--- src/rtl/key_debounce.sv ---
// key_debounce: per-key debounce with press/release pulses and auto-repeat, driven by a 1 ms tick.
module key_debounce #(
  parameter int F_CLK           = 50000000,
  parameter int N_KEY           = 6,
  parameter int DEBOUNCE_MS     = 20,
  parameter int REPEAT_DELAY_MS = 500,
  parameter int REPEAT_RATE_MS  = 100
) (
  input  logic             clk,
  input  logic             rst,
  input  logic [N_KEY-1:0] key,
  output logic [N_KEY-1:0] key_state,
  output logic [N_KEY-1:0] key_press,
  output logic [N_KEY-1:0] key_release,
  output logic [N_KEY-1:0] key_repeat
);
  localparam int DIV  = F_CLK / 1000;
  localparam int TW   = DIV > 1 ? $clog2(DIV) : 1;
  localparam int DW   = DEBOUNCE_MS > 1 ? $clog2(DEBOUNCE_MS) : 1;
  localparam int RMAX = REPEAT_DELAY_MS > REPEAT_RATE_MS ? REPEAT_DELAY_MS : REPEAT_RATE_MS;
  localparam int RW   = RMAX > 1 ? $clog2(RMAX) : 1;
  typedef enum logic [1:0] {IDLE, DELAY, REPEAT} state_t;
  logic [TW-1:0]    tick_cnt_q, tick_cnt_d;
  logic             tick;
  logic [N_KEY-1:0] sync1_q, key_sync_q;
  logic [N_KEY-1:0] key_state_q, key_state_d, key_press_q, key_press_d;
  logic [N_KEY-1:0] key_release_q, key_release_d, key_repeat_q, key_repeat_d;
  logic [DW-1:0]    db_cnt_q [N_KEY];
  logic [DW-1:0]    db_cnt_d [N_KEY];
  logic [RW-1:0]    rpt_cnt_q [N_KEY];
  logic [RW-1:0]    rpt_cnt_d [N_KEY];
  state_t           st_q [N_KEY];
  state_t           st_d [N_KEY];
  assign key_state   = key_state_q;
  assign key_press   = key_press_q;
  assign key_release = key_release_q;
  assign key_repeat  = key_repeat_q;
  always_comb begin
    tick       = tick_cnt_q == TW'(DIV - 1);
    tick_cnt_d = tick ? '0 : tick_cnt_q + 1'b1;
    for (int i = 0; i < N_KEY; i++) begin
      key_state_d[i]   = key_state_q[i];
      key_press_d[i]   = 1'b0;
      key_release_d[i] = 1'b0;
      key_repeat_d[i]  = 1'b0;
      db_cnt_d[i]      = db_cnt_q[i];
      rpt_cnt_d[i]     = rpt_cnt_q[i];
      st_d[i]          = st_q[i];
      if (key_sync_q[i] == key_state_q[i])
        db_cnt_d[i] = '0;
      else if (tick) begin
        if (db_cnt_q[i] == DW'(DEBOUNCE_MS - 1)) begin
          key_state_d[i]   = key_sync_q[i];
          key_press_d[i]   = key_sync_q[i];
          key_release_d[i] = ~key_sync_q[i];
          db_cnt_d[i]      = '0;
        end else
          db_cnt_d[i] = db_cnt_q[i] + 1'b1;
      end
      // an accepted release overrides any repeat expiry on the same edge
      if (key_press_d[i] || key_release_d[i]) begin
        st_d[i]      = key_press_d[i] ? DELAY : IDLE;
        rpt_cnt_d[i] = '0;
      end else if (tick && st_q[i] != IDLE) begin
        if (rpt_cnt_q[i] == (st_q[i] == DELAY ? RW'(REPEAT_DELAY_MS - 1) : RW'(REPEAT_RATE_MS - 1))) begin
          key_repeat_d[i] = 1'b1;
          rpt_cnt_d[i]    = '0;
          st_d[i]         = REPEAT;
        end else
          rpt_cnt_d[i] = rpt_cnt_q[i] + 1'b1;
      end
    end
  end
  always_ff @(posedge clk or posedge rst) begin
    if (rst) begin
      tick_cnt_q    <= '0;
      sync1_q       <= '0;
      key_sync_q    <= '0;
      key_state_q   <= '0;
      key_press_q   <= '0;
      key_release_q <= '0;
      key_repeat_q  <= '0;
      for (int i = 0; i < N_KEY; i++) begin
        db_cnt_q[i]  <= '0;
        rpt_cnt_q[i] <= '0;
        st_q[i]      <= IDLE;
      end
    end else begin
      tick_cnt_q    <= tick_cnt_d;
      sync1_q       <= key;
      key_sync_q    <= sync1_q;
      key_state_q   <= key_state_d;
      key_press_q   <= key_press_d;
      key_release_q <= key_release_d;
      key_repeat_q  <= key_repeat_d;
      for (int i = 0; i < N_KEY; i++) begin
        db_cnt_q[i]  <= db_cnt_d[i];
        rpt_cnt_q[i] <= rpt_cnt_d[i];
        st_q[i]      <= st_d[i];
      end
    end
  end
endmodule

--- config.mk ---
export PLATFORM = sky130hd
export DESIGN_NAME = key_debounce
export DESIGN_NICKNAME = d
export VERILOG_FILES = /design/src/rtl/key_debounce.sv
export SDC_FILE = /design/constraint.sdc
export NUM_CORES = 1
export LEC_CHECK = 0
export CORE_AREA = 2 2 120 110
export DETAILED_ROUTE_END_ITERATION = 6
export DIE_AREA = 0 0 122 112
export PLACE_DENSITY = 0.84
export SYNTH_ARGS = -nofsm -noshare
export SYNTH_HDL_FRONTEND = slang
export SYNTH_SLANG_ARGS = --single-unit
export TNS_END_PERCENT = 100
--- constraint.sdc ---
create_clock -name clk -period 6.5 [get_ports clk]
set_clock_uncertainty 0.1 [all_clocks]
set_input_delay 1.95 -clock clk [delete_from_list [all_inputs] [get_ports clk]]
set_output_delay 1.95 -clock clk [all_outputs]
set_load 0.01 [all_outputs]
==> metrics.csv <==
metric,value,unit
status,"finished, final reports clean",
CP peak stage delay,0.58,ns
Die Span Y,112,um
post-synthesis register bit count,148,
Clock Sink Count,148,
dpl cells,943,
Hold Path Class,reg2reg,
WS Path Type,reg2out,
max-slew violation count,0,
TNS Setup,0,ns
top cell type's share of synthesized area,49.9,%
Syn Nets,785,
most common cell in the netlist,dfrtp_1,
CTS Buf Count,17,
sequential power share,48.2,%
Critical Path Start Type,flip-flop,
Power Total,1.93,mW
Die W,122,um
CTS tree,yes,
Pwr Density,227,nW/um^2
Initial DRC Count,611,
Clock power frac,50.4,%
Root Buffer,clkbuf_16,
synthesized area per cell,9.72,um^2
GPL Wtd Cong,0.890,
slew at the pin with the worst max-slew slack,1.06,ns
fin worst setup slack,2.98,ns
clock latency on the worst-skew pair,0.43,ns
Area Growth Syn to Fin,14.2,%
die area,13700,um^2
cells after synthesis,764,
Antenna Violating Nets Remaining,0,
# port buffers,31,
DR WL met3,743,um
"Warnings, synthesis",0,
n_diodes,0,
DP Wirelength,10500,um
Switch Pwr,388,uW
fin cells,974,
Finished Core Util,68.2,%
internal power,1.54,mW
"EDFF count, synth",0,
Core ar.,12400,um^2
final net count,819,
Top Family by Delay on Critical Path,buffers and inverters,
M1 wire length,7150,um
total gr overflow,0,
# hold bufs at CTS,0,
# IOs,32,
switching share of total power,20.2,%
WP depth,1,
Slew HR,28.8,%
Post-CTS Setup Repair Bufs,0,
critical-path cell list,clkdlybuf4s50_1,
crit-path max FO,6,
Yosys cell types,67,
max_cap viols,0,
Comb power frac,1.4,%
number of global-route vias before repair,5973,
layout cells sized above 1,6.91,%
# DRC,0,
initial antenna violation count,0,
CP bufs+invs,1,
hold path cells,0,
RSZ-0062 raised after global routing,no,
Leakage,3.80,nW
final hold violations,0,
reg2reg path depth,6,
Pre-Repair DR Iteration Count,5,
Synth area leader,dfrtp_1,
via-per-instance ratio,6.27,
post-place setup slack,2.96,ns
clk slew on worst S/H paths,0.06,ns
crit path time final,3.52,ns
"top cells by count, synth","dfrtp_1 (148), nor2_1 (86), nand2_1 (68)",
Top Metal Used,met4,
DR WL/cell,16.6,um
Worst EP required,4.45,ns
first-pass GRT wire length,28200,um
vias,6111,
Final period util,54.2,%
worst vdd ir,0.000189,V
GRT Overall Usage,25.7,%
Clock Path Buffers,2,
fill count,926,
final setup violating endpoints,0,
Setup crit end kind,primary output,
met2 wire length,8110,um
CP max-delay cell,clkdlybuf4s50_1,
dominant cells by area after synthesis,"dfrtp_1 (50%), nor2_1 (4.3%), a21oi_1 (4.0%), nand2_1 (3.4%), o21ai_0 (3.2%)",
Resized cells post-CTS,0,
fmax,284,MHz
CTS H-tree lvls,4,
"Top FF cell, synth",dfrtp_1,
ys async rst share,100,%
Std-Cell Rows,39,
sequential share of the synthesized area,49.9,%
synthesized area,7430,um^2
final WL,16200,um
largest net degree at the start of global routing,58,
initial core utilization,59.7,%
WP data arrival,1.47,ns
## cell type report
class / count / area (um^2) / area share (%)
Inverter: 4 / 20.0 / 0.236
Multi-Input combinational cell: 590 / 3620 / 42.6
Clock inverter: 10 / 133 / 1.56
Timing Repair Buffer: 37 / 355 / 4.19
Sequential cell: 148 / 3700 / 43.7
Tap cell: 164 / 205 / 2.42
Clock buffer: 21 / 450 / 5.31
## metrics by stage
step	hold WS, ns	area (um^2)
global route	0.251	8480
detailed placement	0.236	7900
finish	0.246	8480
CTS	0.248	8480
floorplan	0.231	7430
global placement	0.232	7900
## cells by family (layout without fill, tap and decap cells)
kind of cell	after synthesis	after routing	synth area share, %
compound gates	175	175	15.0
xor+xnor	27	27	3.18
fa+ha+maj	13	13	2.19
buf+inv	26	72	1.52
flops	148	148	49.9
mux	15	15	2.04
simple gates	360	360	26.2
## power groups by stage
stage / clock, mW / combinational, mW / sequential [mW]
floorplan: 0 / 0.0171 / 0.944
global placement: 0 / 0.0281 / 0.945
detailed placement: 0 / 0.0288 / 0.945
CTS: 0.986 / 0.0289 / 0.929
global route: 1.03 / 0.0325 / 0.928
finish: 0.972 / 0.0272 / 0.929
## worst paths after layout
| path | start | to | slack, ns |
|---|---|---|---|
| min in group asynchronous | rst | rpt_cnt_q[42] | 1.85 |
| worst max register to register | tick_cnt_q[4] | rpt_cnt_q[41] | 3.29 |
| worst min-delay path | sync1_q[3] | key_sync_q[3] | 0.25 |
| max in group asynchronous | rst | key_press[3] | 3.49 |
| worst min register to register | sync1_q[3] | key_sync_q[3] | 0.25 |
| worst max-delay path | key_state[5] | key_state[5] | 2.98 |
## routing by layer
metal / vias up / GRT usage, %
met5: - / 0
met2: 164 / 40.9
met1: 3050 / 35.3
met4: 0 / 8.20
li1: 2879 / -
met3: 18 / 5.89
## cells in the final DEF, fill, tap and decap left out, types with 8 or more instances in the layout
cell             count
nor4b_1              8
and3_1              23
ha_1                13
o211ai_1             8
nand4_1             14
and2_1              11
nand3_1             39
or3_1               11
dfrtp_1            148
clkdlybuf4s50_1     31
xnor2_1             11
clkbuf_16           17
a311oi_1             8
o21ai_0             47
a21oi_1             59
nand2_1             68
xor2_1              16
nor2b_1             16
nor3_1              25
nor2_1              86
mux2i_1             14
## state kept, by name, summed over array words and instances (netlist names)
signal       cells
key_release      6
rpt_cnt_q       54
st_q            12
key_sync_q       6
key_state        6
sync1_q          6
key_repeat       6
db_cnt_q        30
key_press        6
tick_cnt_q      16
Note: power is estimated with default switching activity, not from simulation.
